===== src/rtl/mac_ctrl_mp_if.sv =====
// Management bundle between the per-port MAC engines / system bus and mac_ctrl_mp.
// The master side drives status words and requests; the slave side returns accepts and read data.
interface mac_ctrl_mp_if #(
  parameter int PORT_NUM = 4
);
  logic [PORT_NUM-1:0]    rx_mgnt_valid;
  logic [20*PORT_NUM-1:0] rx_mgnt_data;
  logic [PORT_NUM-1:0]    rx_mgnt_resp;
  logic [PORT_NUM-1:0]    tx_mgnt_valid;
  logic [16*PORT_NUM-1:0] tx_mgnt_data;
  logic [PORT_NUM-1:0]    tx_mgnt_resp;
  logic                   sys_req_valid;
  logic                   sys_req_wr;
  logic [7:0]             sys_req_addr;
  logic                   sys_resp_valid;
  logic [7:0]             sys_resp_data;

  modport master (
    output rx_mgnt_valid, rx_mgnt_data, tx_mgnt_valid, tx_mgnt_data,
    output sys_req_valid, sys_req_wr, sys_req_addr,
    input  rx_mgnt_resp, tx_mgnt_resp, sys_resp_valid, sys_resp_data
  );

  modport slave (
    input  rx_mgnt_valid, rx_mgnt_data, tx_mgnt_valid, tx_mgnt_data,
    input  sys_req_valid, sys_req_wr, sys_req_addr,
    output rx_mgnt_resp, tx_mgnt_resp, sys_resp_valid, sys_resp_data
  );
endinterface


===== src/rtl/mac_ctrl_mp.sv =====
// Multi-port MAC statistics controller: per-port rx/tx frame, byte and error counters
// updated in parallel from status handshakes, read/cleared byte-wise over the management bus.
module mac_ctrl_mp #(
  parameter int PORT_NUM    = 4,
  parameter int CNT_WIDTH   = 32,
  parameter int CLR_ON_READ = 1,
  parameter int SATURATE    = 1
) (
  input  logic         clk,
  input  logic         rstn_sys,
  mac_ctrl_mp_if.slave bus
);
  localparam int NCNT = 6;
  localparam int IW   = $clog2(PORT_NUM * NCNT);

  typedef logic [CNT_WIDTH-1:0] cnt_t;

  cnt_t                cnt_all [PORT_NUM*NCNT];
  logic [PORT_NUM-1:0] rx_resp_q, rx_resp_d;
  logic [PORT_NUM-1:0] tx_resp_q, tx_resp_d;
  logic [31:0]         shadow_q, shadow_d;
  logic                resp_valid_q;
  logic [7:0]          resp_data_q, resp_data_d;

  logic [2:0]    req_port, req_idx;
  logic [1:0]    req_byte;
  logic          req_rd, req_wr, rd_b0, clr_all, port_ok, idx_ok;
  logic [IW-1:0] sel_ix;
  logic [31:0]   sel_val;

  assign req_port = bus.sys_req_addr[7:5];
  assign req_idx  = bus.sys_req_addr[4:2];
  assign req_byte = bus.sys_req_addr[1:0];
  assign req_rd   = bus.sys_req_valid & ~bus.sys_req_wr;
  assign req_wr   = bus.sys_req_valid & bus.sys_req_wr;
  assign rd_b0    = req_rd && (req_byte == 2'd0);
  assign clr_all  = req_wr && (bus.sys_req_addr == 8'hFF);
  assign port_ok  = int'(req_port) < PORT_NUM;
  assign idx_ok   = int'(req_idx) < NCNT;
  assign sel_ix   = IW'(int'(req_port) * NCNT + int'(req_idx));

  // Accept only when the previous cycle was not already a resp cycle.
  assign rx_resp_d = bus.rx_mgnt_valid & ~rx_resp_q;
  assign tx_resp_d = bus.tx_mgnt_valid & ~tx_resp_q;

  for (genvar p = 0; p < PORT_NUM; p++) begin : g_port
    logic [19:0]     rx_w;
    logic [15:0]     tx_w;
    logic            rx_acc, tx_acc, rx_good, rx_drop, rx_err;
    logic [NCNT-1:0] inc;

    assign rx_w    = bus.rx_mgnt_data[20*p +: 20];
    assign tx_w    = bus.tx_mgnt_data[16*p +: 16];
    assign rx_acc  = rx_resp_d[p];
    assign tx_acc  = tx_resp_d[p];
    assign rx_good = rx_acc && (rx_w[15:13] == 3'b000);
    assign rx_drop = rx_acc && rx_w[15];
    assign rx_err  = rx_acc && !rx_w[15] && (rx_w[13] || rx_w[14]);
    assign inc     = {tx_acc, tx_acc, rx_drop, rx_err, rx_good, rx_good};

    for (genvar gi = 0; gi < NCNT; gi++) begin : g_cnt
      logic [11:0]        amt;
      logic               hit, clr;
      cnt_t               base, cnt_q, cnt_d;
      logic [CNT_WIDTH:0] sum;

      if (gi == 1) begin : g_rxlen
        assign amt = rx_w[11:0];
      end else if (gi == 5) begin : g_txlen
        assign amt = tx_w[11:0];
      end else begin : g_one
        assign amt = 12'd1;
      end

      assign hit = (req_port == 3'(p)) && (req_idx == 3'(gi));
      assign clr = clr_all || (hit && (req_wr || (rd_b0 && (CLR_ON_READ != 0))));

      // A clear coinciding with an event leaves just that event's contribution.
      always_comb begin
        base  = clr ? '0 : cnt_q;
        sum   = {1'b0, base} + {{(CNT_WIDTH + 1 - 12){1'b0}}, amt};
        cnt_d = base;
        if (inc[gi]) begin
          if (sum[CNT_WIDTH] && (SATURATE != 0)) cnt_d = '1;
          else                                   cnt_d = sum[CNT_WIDTH-1:0];
        end
      end

      always_ff @(posedge clk or negedge rstn_sys) begin
        if (!rstn_sys) cnt_q <= '0;
        else           cnt_q <= cnt_d;
      end

      assign cnt_all[p*NCNT+gi] = cnt_q;
    end
  end

  always_comb begin
    sel_val = '0;
    if (port_ok && idx_ok) sel_val[CNT_WIDTH-1:0] = cnt_all[sel_ix];
  end

  // Byte 0 snapshots the whole counter so bytes 1..3 stay coherent with it.
  always_comb begin
    shadow_d    = shadow_q;
    resp_data_d = 8'h00;
    if (req_rd) begin
      if (req_byte == 2'd0) begin
        shadow_d    = sel_val;
        resp_data_d = sel_val[7:0];
      end else begin
        resp_data_d = shadow_q[{req_byte, 3'b000} +: 8];
      end
    end
  end

  always_ff @(posedge clk or negedge rstn_sys) begin
    if (!rstn_sys) begin
      rx_resp_q    <= '0;
      tx_resp_q    <= '0;
      shadow_q     <= '0;
      resp_valid_q <= 1'b0;
      resp_data_q  <= 8'h00;
    end else begin
      rx_resp_q    <= rx_resp_d;
      tx_resp_q    <= tx_resp_d;
      shadow_q     <= shadow_d;
      resp_valid_q <= bus.sys_req_valid;
      resp_data_q  <= resp_data_d;
    end
  end

  assign bus.rx_mgnt_resp   = rx_resp_q;
  assign bus.tx_mgnt_resp   = tx_resp_q;
  assign bus.sys_resp_valid = resp_valid_q;
  assign bus.sys_resp_data  = resp_data_q;
endmodule


===== src/flat_wrapper.sv =====
// flat-port wrapper written by rule: the top's interface ports become plain ports
module mac_ctrl_mp_flat 
#(
  parameter int PORT_NUM    = 4,
  parameter int CNT_WIDTH   = 32,
  parameter int CLR_ON_READ = 1,
  parameter int SATURATE    = 1
)
  (clk, rstn_sys, bus_rx_mgnt_valid, bus_rx_mgnt_data, bus_tx_mgnt_valid, bus_tx_mgnt_data, bus_sys_req_valid, bus_sys_req_wr, bus_sys_req_addr, bus_rx_mgnt_resp, bus_tx_mgnt_resp, bus_sys_resp_valid, bus_sys_resp_data);
  mac_ctrl_mp_if #(.PORT_NUM(PORT_NUM)) bus_i ();
  input  logic clk;
  input  logic rstn_sys;
  input wire logic [$bits(bus_i.rx_mgnt_valid)-1:0] bus_rx_mgnt_valid;
  input wire logic [$bits(bus_i.rx_mgnt_data)-1:0] bus_rx_mgnt_data;
  input wire logic [$bits(bus_i.tx_mgnt_valid)-1:0] bus_tx_mgnt_valid;
  input wire logic [$bits(bus_i.tx_mgnt_data)-1:0] bus_tx_mgnt_data;
  input wire logic [$bits(bus_i.sys_req_valid)-1:0] bus_sys_req_valid;
  input wire logic [$bits(bus_i.sys_req_wr)-1:0] bus_sys_req_wr;
  input wire logic [$bits(bus_i.sys_req_addr)-1:0] bus_sys_req_addr;
  output wire logic [$bits(bus_i.rx_mgnt_resp)-1:0] bus_rx_mgnt_resp;
  output wire logic [$bits(bus_i.tx_mgnt_resp)-1:0] bus_tx_mgnt_resp;
  output wire logic [$bits(bus_i.sys_resp_valid)-1:0] bus_sys_resp_valid;
  output wire logic [$bits(bus_i.sys_resp_data)-1:0] bus_sys_resp_data;
  assign bus_i.rx_mgnt_valid = bus_rx_mgnt_valid;
  assign bus_i.rx_mgnt_data = bus_rx_mgnt_data;
  assign bus_i.tx_mgnt_valid = bus_tx_mgnt_valid;
  assign bus_i.tx_mgnt_data = bus_tx_mgnt_data;
  assign bus_i.sys_req_valid = bus_sys_req_valid;
  assign bus_i.sys_req_wr = bus_sys_req_wr;
  assign bus_i.sys_req_addr = bus_sys_req_addr;
  assign bus_rx_mgnt_resp = bus_i.rx_mgnt_resp;
  assign bus_tx_mgnt_resp = bus_i.tx_mgnt_resp;
  assign bus_sys_resp_valid = bus_i.sys_resp_valid;
  assign bus_sys_resp_data = bus_i.sys_resp_data;
  mac_ctrl_mp #(.PORT_NUM(PORT_NUM), .CNT_WIDTH(CNT_WIDTH), .CLR_ON_READ(CLR_ON_READ), .SATURATE(SATURATE)) u_core (.clk(clk), .rstn_sys(rstn_sys), .bus(bus_i));
endmodule

===== config.mk =====
export PLATFORM = sky130hd
export DESIGN_NAME = mac_ctrl_mp_flat
export DESIGN_NICKNAME = d
export VERILOG_FILES = /design/src/rtl/mac_ctrl_mp_if.sv /design/src/rtl/mac_ctrl_mp.sv /design/src/flat_wrapper.sv
export SDC_FILE = /design/constraint.sdc
export NUM_CORES = 2
export LEC_CHECK = 0
export CORE_MARGIN = 5
export CORE_UTILIZATION = 49
export CTS_CLUSTER_DIAMETER = 150
export DETAILED_ROUTE_END_ITERATION = 8
export MAX_ROUTING_LAYER = met4
export PLACE_DENSITY_LB_ADDON = 0.3
export SLEW_MARGIN = 10
export SYNTH_ARGS = -nofsm -noshare
export SYNTH_HDL_FRONTEND = slang
export SYNTH_SLANG_ARGS = --single-unit
export TNS_END_PERCENT = 10

===== constraint.sdc =====
create_clock -name clk -period 3.74 [get_ports clk]
set_clock_uncertainty 0.2 [all_clocks]
set_input_delay 1.122 -clock clk [delete_from_list [all_inputs] [get_ports clk]]
set_output_delay 1.122 -clock clk [all_outputs]
set_load 0.005 [all_outputs]

Yosys cells after proc, flatten, opt, wreduce, memory -nomap -nowiden
Index checks and enable logic that the tools add are counted.

Flip-flop bits (word level): 817. Word-level logic and storage cells: 262.

Add/sub/neg operators: 25. Multipliers: 1. Magnitude comparators: 3. Equal/unequal tests: 9. Shifts and indexed selects: 1. Mux-type cells: 78. Bitwise operators: 8. Reduce and logical (&&, ||, !) cells: 108.

Operators by type and width (number): 32-bit 2-to-1 mux (75); 32-bit by 1-bit adder with 33-bit output (second input constant) (16); 32-bit by 12-bit adder with 33-bit output (8); 32-bit binary-select mux with 5-bit select (1); 1-bit logical AND (67); 32-bit by 6-bit indexed part select with 8-bit output (1); 1-bit logical OR (29); 3-bit zero test (6); 8-bit 2-to-1 mux (2); 3-bit by 2-bit equality test with 1-bit output (second input constant) (4); 4-bit AND (2); 8-bit equality test (second input constant) (1); 4-bit inverter (2); 3-bit by 1-bit equality test with 1-bit output (second input constant) (2); 3-bit equality test (second input constant) (2); 6-bit greater-or-equal comparator (second input constant) (1); 3-bit < comparator (second input constant) (2); 5-bit inverter with 6-bit output (1); 5-bit by 4-bit adder with 5-bit output (1); 1-bit zero test (4); 3-bit by 2-bit multiplier with 4-bit output (second input constant) (1); 1-bit AND (2); 2-bit zero test (1); 2-bit AND reduction (1); 1-bit inverter (1).

Depth between registers and ports, before layout
Depth in word-level cells: 10. Gate-level depth with buffers: 18.

Least setup slack after synthesis
Ideal clock, no wire load.

Path type: input -> register. From: in bus_sys_req_addr[3]. To: reg u_core.g_port[0].g_cnt[5].cnt_q[21]. Library setup time: 0.133 ns. Arrival: 5.076 ns. Required time: 3.407 ns. Slack: -1.669 ns. Cell stages on the path: 18. Buffers on the path: 5. Cell sequence: buf_2 nand2_1 nor4_4 buf_6 buf_6 a21oi_2 clkbuf_1 and2_1 ha_1 fa_1 a211o_1 a21oi_1 o21ai_0 a21oi_1 nand2b_1 nand2b_1 buf_2 o21ai_0.

Word-level cells in the longest chain between the ends: 8.

RTL lines: from (decl) (line flat_wrapper.sv:19) `input wire logic [$bits(bus_i.sys_req_addr)-1:0] bus_sys_req_addr;`; 3-bit equality test (line mac_ctrl_mp.sv:75) `assign hit = (req_port == 3'(p)) && (req_idx == 3'(gi));`; 1-bit logical AND (line mac_ctrl_mp.sv:75); 1-bit logical AND (line mac_ctrl_mp.sv:76) `assign clr = clr_all || (hit && (req_wr || (rd_b0 && (CLR_ON_READ != 0))));`; 1-bit logical OR (*) (line mac_ctrl_mp.sv:76); 32-bit 2-to-1 mux (*) (line mac_ctrl_mp.sv:80) `base = clr ? '0 : cnt_q;`; 32-bit by 12-bit adder with 33-bit output (line mac_ctrl_mp.sv:81) `sum = {1'b0, base} + {{(CNT_WIDTH + 1 - 12){1'b0}}, amt};`; 32-bit 2-to-1 mux (line mac_ctrl_mp.sv:84) `if (sum[CNT_WIDTH] && (SATURATE != 0)) cnt_d = '1;`; 32-bit 2-to-1 mux (*) (line mac_ctrl_mp.sv:83) `if (inc[gi]) begin`; net u_core.g_port[0].g_cnt[5].cnt_d[21] (line mac_ctrl_mp.sv:64) `cnt_t base, cnt_q, cnt_d;`; to (signal assigned) (line mac_ctrl_mp.sv:91) `else cnt_q <= cnt_d;`; to (decl) (line mac_ctrl_mp.sv:64).

Mark *: on every way through the listed nets, which the timed path passes. The rest lies on a longest branch. A chain may end at the register's enable or synchronous reset.

Worst setup path after layout
From: in bus_sys_req_valid. To: reg u_core.g_port[0].g_cnt[5].cnt_q[16].

Word-level cells in the longest chain between the ends: 9.

RTL lines: from (decl) (line flat_wrapper.sv:17) `input wire logic [$bits(bus_i.sys_req_valid)-1:0] bus_sys_req_valid;`; 1-bit AND (line mac_ctrl_mp.sv:34) `assign req_rd = bus.sys_req_valid & ~bus.sys_req_wr;`; 1-bit logical AND (line mac_ctrl_mp.sv:36) `assign rd_b0 = req_rd && (req_byte == 2'd0);`; 1-bit logical OR (line mac_ctrl_mp.sv:76); 1-bit logical AND (line mac_ctrl_mp.sv:76); 1-bit logical OR (*) (line mac_ctrl_mp.sv:76); 32-bit 2-to-1 mux (*) (line mac_ctrl_mp.sv:80); 32-bit by 12-bit adder with 33-bit output (line mac_ctrl_mp.sv:81); 32-bit 2-to-1 mux (line mac_ctrl_mp.sv:84); 32-bit 2-to-1 mux (*) (line mac_ctrl_mp.sv:83); net u_core.g_port[0].g_cnt[5].cnt_d[16] (line mac_ctrl_mp.sv:64).

Marked as above.

==> results.json <==
{
  "outcome": "finished with violations",
  "violations": "negative setup slack",
  "period_minus_slack_ns": 4.069,
  "drtPass1Iterations": 6,
  "synth_top_area_share_pct": 38.74,
  "peakVddDrop_uv": 393.8,
  "crit_path_frequent_cell": "buf_6",
  "synth.avg_cell_area_sq_um": 9.465,
  "final-hold-violation-count": 0,
  "cap_violations": 0,
  "muxShareOfSynthArea_pct": 10.86,
  "final.period_utilization_pct": 108.8,
  "design.die.area_sq_mm": 0.1133,
  "synth_top_family_by_area": "simple AND/OR/NAND/NOR gates",
  "finalNetCount": 6717,
  "cts_made_buffers": 88,
  "r2r_start": "u_core.g_port[1].g_cnt[1].cnt_q[0]",
  "yosys_warnings": 0,
  "m1WireLength_mm": 73.57,
  "synth_fa_ha_area_share_pct": 3.232,
  "seqCellArea_sq_mm": 0.02024,
  "syn_nets": 5814,
  "final_common_cell": "dfrtp_1",
  "worstReg2RegEnd": "u_core.g_port[1].g_cnt[1].cnt_q[9]",
  "synth_xor_area_share_pct": 10.21,
  "async_reset_ff_share_pct": 100.0,
  "synth-simple-area-share_pct": 22.05,
  "worst_slack_ns": -0.3290,
  "r2r_setup_slack_ns": 0.73,
  "nFillCells": 8280,
  "clockBufferDepth": 3,
  "areaGrowthSynthToFinish_pct": 29.47,
  "crit_type": "in -> reg",
  "first_global_vias": 46540,
  "cts.sinks": 809,
  "cp.required_ns": 4.07,
  "yosysTopAreaCell": "dfrtp_1",
  "slowest_stage": "fa_2",
  "ctsHoldBuffers": 0,
  "fin_setup_tns_ns": -33.06,
  "grtUsageTotal_pct": 31.56,
  "finalPower_uw": 33420,
  "relSlewSlack_pct": 48.66,
  "slew_violations": 0,
  "cp.arrival_ns": 4.40,
  "grt_max_degree": 93,
  "yosysUniqueCellTypes": 96,
  "ys_seq_area_share_pct": 38.74,
  "route.vias.total": 48370,
  "cp_max_fo": 5,
  "io-pin-count": 181,
  "hold_path.class": "in -> async",
  "drive_gt1_share_pct": 27.25,
  "num_rows": 119,
  "critPathLaunch": "bus_sys_req_valid",
  "cp-start-kind": "input port",
  "wl_met2_mm": 81.74,
  "final_antenna_net_count": 0,
  "drc_errors": 0,
  "wire_per_inst_um": 22.72,
  "setup-violations-final": 236,
  "syn-cell-area_sq_mm": 0.05226,
  "pre_cts_slack_ns": -1.700,
  "synthCells": 5521,
  "max_freq_ghz": 0.2458,
  "multiInputGateArea_sq_mm": 0.03300,
  "grt-ovfl-total": 0,
  "top_layer": "met4",
  "synth_compound_area_share_pct": 12.10,
  "die_h_um": 336.6,
  "yosys-top-cells-area": "dfrtp_1 39%, mux4_2 8.4%, xnor2_1 5.6%, o21ai_0 5.3%, xor2_1 4.6%",
  "gp_congestion": 0.9962,
  "grt_pass1_wl_mm": 271.5,
  "dp_hpwl_mm": 135.2,
  "cpPeakStageDelay_ns": 0.35,
  "start_util_pct": 49.50,
  "initialDrtViolationCount": 5357,
  "power_density_mw_per_mm2": 493.9,
  "clk_pin_slew_ns": 0.06,
  "synth_edf_count": 0,
  "clk_latency_ns": 0.68,
  "root_buffer": "clkbuf_16",
  "leakage_uw": 0.02876,
  "die_w_um": 336.6,
  "tightest_slew_ns": 0.7701,
  "mostFrequentLayoutCells": "809 x dfrtp_1, 798 x buf_4, 545 x nand2_1, 447 x o21ai_0, 362 x nor2_1",
  "core_sq_mm": 0.1056,
  "yosys_register_bits": 809,
  "routed_wl_mm": 179.3,
  "cp_cell_sequence": "clkbuf_4, buf_6, nand2_2, nor4_4, buf_6, buf_4, buf_8, a21oi_4, buf_12, and2_4, ha_4, fa_2, a211o_1, a21oi_2, buf_4, o21ai_4, a21oi_4, buf_6, nand4b_1, xor2_1, o21ai_1",
  "worstRegToRegCells": 11,
  "synth-main-ff-cell": "dfrtp_1",
  "wl_met3_mm": 12.65,
  "fin_util_pct": 64.09,
  "cts_max_level": 3,
  "cts_tree": "done",
  "port_buffers": 144,
  "grt_antenna_before_repair": 8,
  "worst_setup_path_end_kind": "flip-flop",
  "vias_per_cell": 6.128,
  "rsz0062_at_grt": "true"
}
==> layout make-up <==
| cell class | instances | area share [%] |
|---|---|---|
| multi-input cells | 4363 | 48.78 |
| clock inverters | 31 | 0.6029 |
| flip-flops and latches | 809 | 29.92 |
| well taps | 1391 | 2.572 |
| diodes | 7 | 0.02589 |
| clock buffers | 130 | 3.876 |
| repair buffers | 1054 | 13.62 |
| inverters | 108 | 0.5992 |
==> stage by stage <==
step / instances / hold slack, ns / instance area (sq um)
final: 7893 / 0.2163 / 67660
after global routing: 7892 / 0.2118 / 67650
after CTS: 7849 / 0.1965 / 65960
after detailed placement: 7652 / 0.2651 / 61600
after global placement: 7652 / 0.2587 / 61600
after floorplan: 5521 / 0.2424 / 52650
==> layer usage <==
layer | vias up | GRT usage [%]
met3 | 433 | 4.966
met5 | - | -
met4 | 0 | 16.38
met1 | 24030 | 41.20
met2 | 1940 | 47.94
li1 | 21970 | -
==> cell families (layout without fill, tap and decap cells) <==
logic type,after synthesis,count (layout)
DFF,809,809
other,0,7
AOI/OAI and AO/OA,1072,1074
xor gates and xnor gates,609,609
buffers and inverters,354,1323
muxes,320,320
and+or+nand+nor,2228,2231
adders and majority gates,129,129
==> critical path: cells and delay by family <==
| kind | cells | cell delay, ns |
|---|---|---|
| compound gates | 6 | 0.85 |
| xor+xnor | 1 | 0.21 |
| fa+ha+maj | 2 | 0.51 |
| buf+inv | 8 | 1.08 |
| simple gates | 4 | 0.60 |
==> power breakdown <==
group	internal, uW	total (uW)	switching [uW]
registers	9800	11200	1410
clock network	5420	9230	3810
logic	6510	13000	6460
==> what timing repair did <==
item	CTS	global route
gates cloned	6	9
resized for setup	280	334
buffers inserted	33	31
setup endpoints to repair	682	481
pin swaps	96	138
==> worst max-delay path by stage <==
stage	to	slack (ns)	cells after the start
6_report	u_core.g_port[0].g_cnt[5].cnt_q[16]	-0.33	21
5_1_grt	u_core.g_port[2].g_cnt[5].cnt_q[4]	-0.41	22
4_1_cts	u_core.g_port[3].g_cnt[5].cnt_q[29]	-0.29	20
3_5_place_dp	u_core.g_port[1].g_cnt[1].cnt_q[26]	-1.70	16
3_3_place_gp	u_core.g_port[1].g_cnt[1].cnt_q[26]	-1.63	17
2_1_floorplan	u_core.g_port[1].g_cnt[1].cnt_q[15]	-1.13	16
==> Yosys cell counts, types with 59 or more instances <==
cell and number:
clkbuf_1 161, ha_1 119, and4_1 59, xnor2_1 335, and2_1 147, o21ai_0 554
nand3_1 259, nor2_1 386, a21oi_1 197, inv_1 107, buf_2 59, mux2i_1 92
nand2_1 557, dfrtp_1 809, nor3_1 230, and3_1 172, xor2_1 274, nand4_1 169
mux4_2 194
==> registers in the layout (all words and copies together) (netlist names) <==
register / cells
u_core.bus.rx_mgnt_resp: 4
u_core.bus.sys_resp_data: 8
u_core.bus.sys_resp_valid: 1
u_core.bus.tx_mgnt_resp: 4
u_core.g_port.g_cnt.cnt_q: 768
u_core.shadow_q: 24
Power figures use the tool's default switching activity.
